File: src/rtl/apb_uart_pkg.sv
// apb_uart shared definitions: register map, bit positions, FSM states.
package apb_uart_pkg;

  localparam logic [5:0] ADDR_CR   = 6'h04;
  localparam logic [5:0] ADDR_DATA = 6'h08;
  localparam logic [5:0] ADDR_SR   = 6'h0C;
  localparam logic [5:0] ADDR_BRGR = 6'h10;
  localparam logic [5:0] ADDR_IMR  = 6'h14;

  localparam int CR_RSTRX  = 0;
  localparam int CR_RSTTX  = 1;
  localparam int CR_RXEN   = 4;
  localparam int CR_TXEN   = 6;
  localparam int CR_PAREN  = 9;
  localparam int CR_PARODD = 10;

  localparam int SR_RXRDY   = 0;
  localparam int SR_TXRDY   = 1;
  localparam int SR_TXEMPTY = 2;
  localparam int SR_OVRE    = 3;
  localparam int SR_PARE    = 5;
  localparam int SR_FRAME   = 6;

  typedef enum logic [2:0] {
    TX_IDLE, TX_START, TX_DATA, TX_PAR, TX_STOP
  } tx_state_e;

  typedef enum logic [2:0] {
    RX_IDLE, RX_START, RX_DATA, RX_PAR, RX_STOP
  } rx_state_e;

  function automatic logic [15:0] eff_cd(input logic [15:0] cd);
    return (cd < 16'd4) ? 16'd4 : cd;
  endfunction

endpackage

File: src/rtl/apb_uart_if.sv
// APB bus bundle for the uart peripheral.
interface apb_uart_if;
  logic        psel;
  logic        pwrite;
  logic        penable;
  logic [5:0]  paddr;
  logic [31:0] pwdata;
  logic [31:0] prdata;

  modport master (
    output psel, pwrite, penable, paddr, pwdata,
    input  prdata
  );

  modport slave (
    input  psel, pwrite, penable, paddr, pwdata,
    output prdata
  );
endinterface

File: src/rtl/apb_uart_rx_core.sv
// uart receiver: input synchronizer, mid-bit sampling FSM.
module uart_rx_core
  import apb_uart_pkg::*;
(
  input  logic        clk,
  input  logic        rst_n,
  input  logic        rx_i,
  input  logic        en,
  input  logic        paren,
  input  logic        parodd,
  input  logic        abort,
  input  logic [15:0] cd,
  output logic        done,
  output logic [7:0]  data,
  output logic        frame_err,
  output logic        par_err
);

  logic        s1, s2, prev;
  rx_state_e   state;
  logic [15:0] cnt;
  logic [2:0]  bitn;
  logic [7:0]  shift;
  logic        par_bit;
  logic        paren_l, parodd_l;

  always_ff @(posedge clk or negedge rst_n) begin
    if (!rst_n) begin
      s1   <= 1'b1;
      s2   <= 1'b1;
      prev <= 1'b1;
    end else begin
      s1   <= rx_i;
      s2   <= s1;
      prev <= s2;
    end
  end

  // cnt is reloaded at every sample so a new divider applies per bit
  always_ff @(posedge clk or negedge rst_n) begin
    if (!rst_n) begin
      state     <= RX_IDLE;
      cnt       <= '0;
      bitn      <= '0;
      shift     <= '0;
      par_bit   <= 1'b0;
      paren_l   <= 1'b0;
      parodd_l  <= 1'b0;
      done      <= 1'b0;
      data      <= '0;
      frame_err <= 1'b0;
      par_err   <= 1'b0;
    end else begin
      done <= 1'b0;
      if (abort) begin
        state <= RX_IDLE;
      end else begin
        unique case (state)
          RX_IDLE: begin
            if (en && prev && !s2) begin
              state    <= RX_START;
              cnt      <= {1'b0, cd[15:1]} - 16'd1;
              paren_l  <= paren;
              parodd_l <= parodd;
            end
          end
          RX_START: begin
            if (cnt != 16'd0) begin
              cnt <= cnt - 16'd1;
            end else if (s2) begin
              state <= RX_IDLE;
            end else begin
              state <= RX_DATA;
              cnt   <= cd - 16'd1;
              bitn  <= '0;
            end
          end
          RX_DATA: begin
            if (cnt != 16'd0) begin
              cnt <= cnt - 16'd1;
            end else begin
              shift <= {s2, shift[7:1]};
              bitn  <= bitn + 3'd1;
              cnt   <= cd - 16'd1;
              if (bitn == 3'd7)
                state <= paren_l ? RX_PAR : RX_STOP;
            end
          end
          RX_PAR: begin
            if (cnt != 16'd0) begin
              cnt <= cnt - 16'd1;
            end else begin
              par_bit <= s2;
              cnt     <= cd - 16'd1;
              state   <= RX_STOP;
            end
          end
          RX_STOP: begin
            if (cnt != 16'd0) begin
              cnt <= cnt - 16'd1;
            end else begin
              done      <= 1'b1;
              data      <= shift;
              frame_err <= !s2;
              par_err   <= paren_l &&
                           (par_bit != ((^shift) ^ parodd_l));
              state     <= RX_IDLE;
            end
          end
          default: state <= RX_IDLE;
        endcase
      end
    end
  end

endmodule

File: src/rtl/apb_uart.sv
// APB uart top: register file, tx path, rx core instance.
module apb_uart
  import apb_uart_pkg::*;
#(
  parameter int DEFAULT_CD = 217
) (
  input  logic       pclk_i,
  input  logic       preset_n_i,
  apb_uart_if.slave  bus,
  input  logic       uart_rx_i,
  output logic       interrupt_o,
  output logic       uart_tx_o
);

  logic        wr, rd;
  logic        wr_cr, wr_sr, wr_brgr, wr_imr, thr_wr, rd_rhr;
  logic        rst_rx, rst_tx, sr_clr;
  logic        rxen, txen, paren, parodd;
  logic [15:0] brgr, cd;
  logic [6:0]  imr, sr;
  logic [7:0]  rhr, thr;
  logic        rxrdy, ovre, pare, frame, txempty, thr_full;
  logic [31:0] rdata, cr_val;
  logic        rx_done, rx_ferr, rx_perr;
  logic [7:0]  rx_data;
  logic        unused_ok;

  tx_state_e   tx_state;
  logic [15:0] tx_cnt;
  logic [2:0]  tx_bitn;
  logic [7:0]  tx_shift;
  logic        tx_par, tx_paren;
  logic        stop_end, tx_empty_set;

  assign wr      = bus.psel & bus.penable & bus.pwrite;
  assign rd      = bus.psel & bus.penable & !bus.pwrite;
  assign wr_cr   = wr && (bus.paddr == ADDR_CR);
  assign wr_sr   = wr && (bus.paddr == ADDR_SR);
  assign wr_brgr = wr && (bus.paddr == ADDR_BRGR);
  assign wr_imr  = wr && (bus.paddr == ADDR_IMR);
  assign thr_wr  = wr && (bus.paddr == ADDR_DATA);
  assign rd_rhr  = rd && (bus.paddr == ADDR_DATA);
  assign rst_rx  = wr_cr & bus.pwdata[CR_RSTRX];
  assign rst_tx  = wr_cr & bus.pwdata[CR_RSTTX];
  assign sr_clr  = wr_sr & bus.pwdata[0];
  assign cd      = eff_cd(brgr);

  assign unused_ok = ^bus.pwdata[31:16];

  assign sr = {frame, pare, 1'b0, ovre,
               txempty, !thr_full, rxrdy};
  assign cr_val = {21'd0, parodd, paren, 2'd0,
                   txen, 1'b0, rxen, 4'd0};
  assign interrupt_o = |(sr & imr);
  assign bus.prdata  = rdata;

  always_comb begin
    rdata = '0;
    if (bus.psel && !bus.pwrite) begin
      case (bus.paddr)
        ADDR_CR:   rdata = cr_val;
        ADDR_DATA: rdata = {24'd0, rhr};
        ADDR_SR:   rdata = {25'd0, sr};
        ADDR_BRGR: rdata = {16'd0, brgr};
        ADDR_IMR:  rdata = {25'd0, imr};
        default:   rdata = '0;
      endcase
    end
  end

  always_ff @(posedge pclk_i or negedge preset_n_i) begin
    if (!preset_n_i) begin
      rxen   <= 1'b1;
      txen   <= 1'b1;
      paren  <= 1'b0;
      parodd <= 1'b0;
      brgr   <= 16'(DEFAULT_CD);
      imr    <= '0;
    end else begin
      if (wr_cr) begin
        rxen   <= bus.pwdata[CR_RXEN];
        txen   <= bus.pwdata[CR_TXEN];
        paren  <= bus.pwdata[CR_PAREN];
        parodd <= bus.pwdata[CR_PARODD];
      end
      if (wr_brgr) brgr <= bus.pwdata[15:0];
      if (wr_imr)  imr  <= bus.pwdata[6:0];
    end
  end

  uart_rx_core u_rx (
    .clk       (pclk_i),
    .rst_n     (preset_n_i),
    .rx_i      (uart_rx_i),
    .en        (rxen),
    .paren     (paren),
    .parodd    (parodd),
    .abort     (rst_rx),
    .cd        (cd),
    .done      (rx_done),
    .data      (rx_data),
    .frame_err (rx_ferr),
    .par_err   (rx_perr)
  );

  // set beats clear on every sticky flag
  always_ff @(posedge pclk_i or negedge preset_n_i) begin
    if (!preset_n_i) begin
      rhr   <= '0;
      rxrdy <= 1'b0;
      ovre  <= 1'b0;
      pare  <= 1'b0;
      frame <= 1'b0;
    end else begin
      if (rx_done) rhr <= rx_data;
      if (rst_rx)       rxrdy <= 1'b0;
      else if (rx_done) rxrdy <= 1'b1;
      else if (rd_rhr)  rxrdy <= 1'b0;
      if (rx_done && rxrdy) ovre  <= 1'b1;
      else if (sr_clr)      ovre  <= 1'b0;
      if (rx_done && rx_perr) pare <= 1'b1;
      else if (sr_clr)        pare <= 1'b0;
      if (rx_done && rx_ferr) frame <= 1'b1;
      else if (sr_clr)        frame <= 1'b0;
    end
  end

  assign stop_end = (tx_state == TX_STOP) && (tx_cnt == 16'd0);
  assign tx_empty_set = stop_end && !thr_full && !rst_tx;

  always_ff @(posedge pclk_i or negedge preset_n_i) begin
    if (!preset_n_i) begin
      txempty <= 1'b0;
    end else if (tx_empty_set) begin
      txempty <= 1'b1;
    end else if (sr_clr || thr_wr) begin
      txempty <= 1'b0;
    end
  end

  always_ff @(posedge pclk_i or negedge preset_n_i) begin
    if (!preset_n_i) begin
      tx_state <= TX_IDLE;
      tx_cnt   <= '0;
      tx_bitn  <= '0;
      tx_shift <= '0;
      tx_par   <= 1'b0;
      tx_paren <= 1'b0;
      thr      <= '0;
      thr_full <= 1'b0;
      uart_tx_o <= 1'b1;
    end else if (rst_tx) begin
      tx_state  <= TX_IDLE;
      thr_full  <= 1'b0;
      uart_tx_o <= 1'b1;
    end else begin
      if (thr_wr && !thr_full) begin
        thr      <= bus.pwdata[7:0];
        thr_full <= 1'b1;
      end
      unique case (tx_state)
        TX_IDLE: begin
          if (txen && thr_full) begin
            tx_shift  <= thr;
            tx_par    <= (^thr) ^ parodd;
            tx_paren  <= paren;
            thr_full  <= 1'b0;
            tx_cnt    <= cd - 16'd1;
            tx_state  <= TX_START;
            uart_tx_o <= 1'b0;
          end
        end
        TX_START: begin
          if (tx_cnt != 16'd0) begin
            tx_cnt <= tx_cnt - 16'd1;
          end else begin
            tx_state  <= TX_DATA;
            tx_bitn   <= '0;
            tx_cnt    <= cd - 16'd1;
            uart_tx_o <= tx_shift[0];
          end
        end
        TX_DATA: begin
          if (tx_cnt != 16'd0) begin
            tx_cnt <= tx_cnt - 16'd1;
          end else begin
            tx_cnt <= cd - 16'd1;
            if (tx_bitn == 3'd7) begin
              tx_state  <= tx_paren ? TX_PAR : TX_STOP;
              uart_tx_o <= tx_paren ? tx_par : 1'b1;
            end else begin
              tx_bitn   <= tx_bitn + 3'd1;
              tx_shift  <= {1'b0, tx_shift[7:1]};
              uart_tx_o <= tx_shift[1];
            end
          end
        end
        TX_PAR: begin
          if (tx_cnt != 16'd0) begin
            tx_cnt <= tx_cnt - 16'd1;
          end else begin
            tx_cnt    <= cd - 16'd1;
            tx_state  <= TX_STOP;
            uart_tx_o <= 1'b1;
          end
        end
        TX_STOP: begin
          if (tx_cnt != 16'd0) begin
            tx_cnt <= tx_cnt - 16'd1;
          end else if (txen && thr_full) begin
            tx_shift  <= thr;
            tx_par    <= (^thr) ^ parodd;
            tx_paren  <= paren;
            thr_full  <= 1'b0;
            tx_cnt    <= cd - 16'd1;
            tx_state  <= TX_START;
            uart_tx_o <= 1'b0;
          end else begin
            tx_state <= TX_IDLE;
          end
        end
        default: tx_state <= TX_IDLE;
      endcase
    end
  end

endmodule

File: src/flat_wrapper.sv
// flat-port wrapper written by rule: the top's interface ports become plain ports
module apb_uart_flat import apb_uart_pkg::*;
#(
  parameter int DEFAULT_CD = 217
)
  (pclk_i, preset_n_i, uart_rx_i, interrupt_o, uart_tx_o, bus_psel, bus_pwrite, bus_penable, bus_paddr, bus_pwdata, bus_prdata);
  apb_uart_if bus_i ();
  input  logic pclk_i;
  input  logic preset_n_i;
  input  logic uart_rx_i;
  output logic interrupt_o;
  output logic uart_tx_o;
  input wire logic [$bits(bus_i.psel)-1:0] bus_psel;
  input wire logic [$bits(bus_i.pwrite)-1:0] bus_pwrite;
  input wire logic [$bits(bus_i.penable)-1:0] bus_penable;
  input wire logic [$bits(bus_i.paddr)-1:0] bus_paddr;
  input wire logic [$bits(bus_i.pwdata)-1:0] bus_pwdata;
  output wire logic [$bits(bus_i.prdata)-1:0] bus_prdata;
  assign bus_i.psel = bus_psel;
  assign bus_i.pwrite = bus_pwrite;
  assign bus_i.penable = bus_penable;
  assign bus_i.paddr = bus_paddr;
  assign bus_i.pwdata = bus_pwdata;
  assign bus_prdata = bus_i.prdata;
  apb_uart #(.DEFAULT_CD(DEFAULT_CD)) u_core (.pclk_i(pclk_i), .preset_n_i(preset_n_i), .bus(bus_i), .uart_rx_i(uart_rx_i), .interrupt_o(interrupt_o), .uart_tx_o(uart_tx_o));
endmodule
File: config.mk
export PLATFORM = sky130hd
export DESIGN_NAME = apb_uart_flat
export DESIGN_NICKNAME = d
export VERILOG_FILES = /design/src/rtl/apb_uart_pkg.sv /design/src/rtl/apb_uart_if.sv /design/src/rtl/apb_uart_rx_core.sv /design/src/rtl/apb_uart.sv /design/src/flat_wrapper.sv
export SDC_FILE = /design/constraint.sdc
export NUM_CORES = 1
export LEC_CHECK = 0
export ABC_AREA = 1
export CAP_MARGIN = 5
export CORE_ASPECT_RATIO = 1.25
export CORE_MARGIN = 10
export CORE_UTILIZATION = 41
export CTS_CLUSTER_DIAMETER = 100
export CTS_CLUSTER_SIZE = 25
export DETAILED_ROUTE_END_ITERATION = 10
export PLACE_DENSITY = 0.61
export RECOVER_POWER = 100
export SKIP_LAST_GASP = 1
export SYNTH_ARGS = -nofsm -noshare
export SYNTH_HDL_FRONTEND = slang
export SYNTH_SLANG_ARGS = --single-unit
File: constraint.sdc
create_clock -name pclk_i -period 3.34 [get_ports pclk_i]
set_input_delay 0.334 -clock pclk_i [delete_from_list [all_inputs] [get_ports pclk_i]]
set_output_delay 0.334 -clock pclk_i [all_outputs]
set_load 0.02 [all_outputs]
==> summary.txt <==
Outcome
  – Outcome: finished with violations
  – Failing checks: capacitance limit, slew limit

Timing
  – Period minus WS final: 3030 ps
  – Min Hold Slack: 362 ps
  – Setup tns final: 0 ps
  – F_max: about 330 MHz
  – RSZ-0062 raised after global routing: no
  – Slew margin rel.: -47.1%
  – Tcrit/Tclk final: 90.6%
  – Worst-Margin Slew: 2210 ps
  – Final hold viol count: 0
  – Worst clock skew: 13.4 ps
  – # setup viols final: 0
  – Final Max Tran Viols: 89

Route
  – Residual DRC: 0
  – TritonRoute pass-1 iters: 5
  – Vias: 7632
  – Drt initial violations: 527
  – Final wirelength: 24400 µm
  – Post-DR vias/cell: 5.25
  – ANT nets after route: 0
  – Routed len/inst: about 17 µm

Min path
  – Hold Crit Start: u_core.u_rx.s1$_DFF_PN1_
  – Worst min path class: flop to flop

Finish
  – Filler cell count: 2057
  – Post-layout util: 47.7%
  – Area grow syn2layout: 14.6%
  – Ant. Diodes: 0
  – Sequential cell area: 3240 µm²
  – Multi-input logic area: 4210 µm²
  – Layout Nets: between 1000 and 1500
  – Layout cells sized above 1: 8.37%

Floorplanning
  – Die height: roughly 180 µm
  – Area of the core: approximately 20000 µm²
  – Rows: 58
  – Die Width: 148 µm
  – Io pins: about 80
  – Die Footprint: 26500 µm²
  – Initial Utilization: between 40% and 50%

Placed design
  – I/O Buffers: 45
  – GPL Wtd Cong: 0.990
  – Post-DP HPWL: 18600 µm

Global routing
  – Initial antenna violation count: 0
  – Vias in the first global route: 7603
  – Largest net degree at the start of global routing: 90
  – GRT Util Overall: 18.6%
  – GRT overflow: 0
  – Global-route wire length before repair: 40000 µm

Power
  – Reg power frac: 31.9%
  – Net Switching: 0.00318 W
  – Sw frac: 44.4%
  – Int Power: 0.00398 W
  – Comb pwr share: 42.4%
  – Maximum vdd drop: 0.000335 V
  – Clk pwr share: 25.7%
  – Power density over the cells: 749 nW/µm²
  – Design Power: 0.00716 W
  – Leak: 4.46 nW

Synth
  – Synth warn: 0
  – Gate Count Post-Synth: between 1000 and 1500
  – Yosys top cell area share: between 30% and 40%
  – Synth area leader: dfrtp_1
  – Top cells by area, synth: dfrtp_1 (35%), nand2_1 (9.7%), inv_1 (7.1%)
  – Distinct cells, synth: 60
  – Synthesized area: 8340 µm²
  – Post-synth EDFFs: 0
  – Synth Flop Type: dfrtp_1
  – Ys async rst share: 100%
  – Post-Syn Area per Cell: ~7.5 µm²
  – #FFs+latches synth: 129
  – Seq/Total Area, Yosys: 38.9%

CTS
  – Worst skew pair latency: around 430 ps
  – TritonCTS buffer count: 17
  – H-tree Lvls: 4
  – CTS sink count: 129
  – Clk slew on worst S/H paths: approximately 70 ps
  – Root buf cell: clkbuf_16
  – CTS tree: done
  – Clk buf depth: 2

Critical path
  – Critical path capture point type: output pin
  – CP bufs+invs: 4
  – Worst setup path start: bus_paddr[1]
  – Critical path fanouts, max: 8
  – Worst Path Arrival: 2690 ps
  – Critical Path RT: around 3000 ps
  – Slowest CP cell: clkdlybuf4s50_1
  – Crit path launch type: input pin
  – Worst r2r src: u_core.brgr[12]$_DFFE_PN0P_
  – Type of the worst setup path: input pin to output pin
  – CP peak stage delay: 600 ps
  – Crit path cell chain: clkdlybuf4s50_1 > or2_1 > nor3_1 > nand2_2 > inv_1 > o311ai_2 > nor3_1 > buf_4 > clkdlybuf4s50_1
  – Crit path max-delay family: buffers and inverters

Run
  – Max Cap Viol: 1
==> registers in the layout, summed over array words and instances, names as in the netlist, 3 cells and up <==
| name | count |
|---|---|
| u_core.u_rx.shift | 8 |
| u_core.tx_cnt | 16 |
| u_core.tx_state | 3 |
| u_core.imr | 7 |
| u_core.u_rx.state | 3 |
| u_core.u_rx.cnt | 16 |
| u_core.u_rx.data | 8 |
| u_core.u_rx.bitn | 3 |
| u_core.thr | 8 |
| u_core.brgr | 16 |
| u_core.rhr | 8 |
| u_core.tx_shift | 8 |
| u_core.tx_bitn | 3 |
==> power by group through the flow <==
stage               Sequential (W)  Clock (W)  Combinational, W
global placement           0.00230          0           0.00303
finish                     0.00228    0.00184           0.00303
detailed placement         0.00230          0           0.00306
CTS                        0.00228    0.00188           0.00307
global route               0.00233    0.00194           0.00343
floorplan                  0.00220          0           0.00238
==> synthesized netlist by cell type (7+ instances only) <==
master    count
nor2_4        9
xnor2_1      12
nand2_2       7
nand4_1      13
nand2_1     216
dfstp_2      11
ha_1         11
nor2_1      104
nor3_1       25
xor2_1       28
o211ai_1     15
inv_2        10
buf_2         8
buf_4        17
o22ai_1      11
nor2_2        8
o21ai_1      16
a221oi_1      7
dfrtp_1     118
inv_1       158
nand3_1      69
o21ai_0     110
a21oi_1      49
==> cell type report <==
type	instances	share of cell area, %
well taps	270	3.54
repair buffers	57	5.57
flip-flops and latches	129	33.9
clock buffers	18	4.60
clock inverters	14	1.44
multi-input cells	791	44.0
inverters	174	6.89
==> through the flow <==
step | setup slack, ps | cell area, µm² | instances
after floorplan | 950 | 8390 | 1128
after global placement | 14.1 | 9060 | 1420
after detailed placement | -32.4 | 9060 | 1420
after CTS | 340 | 9650 | 1453
after global routing | 114 | 9550 | 1453
final | 314 | 9550 | 1453
==> worst register-to-register path, delay by kind of cell (launching register included) <==
family / cells / cell delay (ps)
buffers and inverters: 1 / 60
flip-flops: 1 / 430
AND/OR/NAND/NOR: 11 / 1700
adder cells (fa/ha/maj): 1 / 310
AO/OA/AOI/OAI: 2 / 300
==> layout by cell type (no fill, tap or decap), drive strengths merged, types with 6 or more instances in the layout <==
cell and n:
o2111ai 6, nand3 74, inv 177, o211ai 16
nand2 228, o22ai 11, o21ai 127, clkdlybuf4s50 26
ha 11, dfrtp 118, xor2 28, nor2 124
a221oi 7, clkinv 9, dfstp 11, a22oi 6
nor3 28, conb 16, buf 6, dlygate4sd3 19
xnor2 12, clkbuf 24, a21oi 50, nand4 14
a211oi 7
==> logic make-up after synthesis <==
group                      share of synthesized area [%]
buffers and inverters                               10.5
xor gates and xnor gates                            4.20
and+or+nand+nor                                     27.0
muxes                                              0.135
AOI/OAI and AO/OA                                   17.6
DFF                                                 38.9
adders and majority gates                           1.65
other                                             0.0450
==> path summary, 6_finish.rpt <==
kind	depth (start not counted)	end	slack, ps
hold / removal	0	u_core.u_rx.s2$_DFF_PN1_	360
setup / recovery	9	bus_prdata[13]	310
min in group asynchronous	2	u_core.tx_bitn[1]$_DFFE_PN0P_	1110
setup reg to reg	15	u_core.tx_cnt[10]$_DFFE_PN0P_	430
hold reg to reg	0	u_core.u_rx.s2$_DFF_PN1_	360
max in group asynchronous	2	u_core.u_rx.data[4]$_DFFE_PN0P_	910
==> repair_timing <==
| item | in CTS | in global routing |
|---|---|---|
| hold endpoints to repair | 2 | 0 |
| setup endpoints to repair | 1 | 0 |
| buffers inserted | 0 | 0 |
| hold buffers | 1 | 0 |
| gates resized for setup | 1 | 0 |
==> routing by layer <==
metal  global-route usage (%)  vias to the layer above  share of wire (%)
met4                     8.26                        0                3.5
met5                        0                        -                  0
met3                     3.99                       53                5.4
met2                     30.7                      244                 49
li1                         -                     3762                  -
met1                     22.8                     3573                 43
Power figures use the tool's default switching activity.
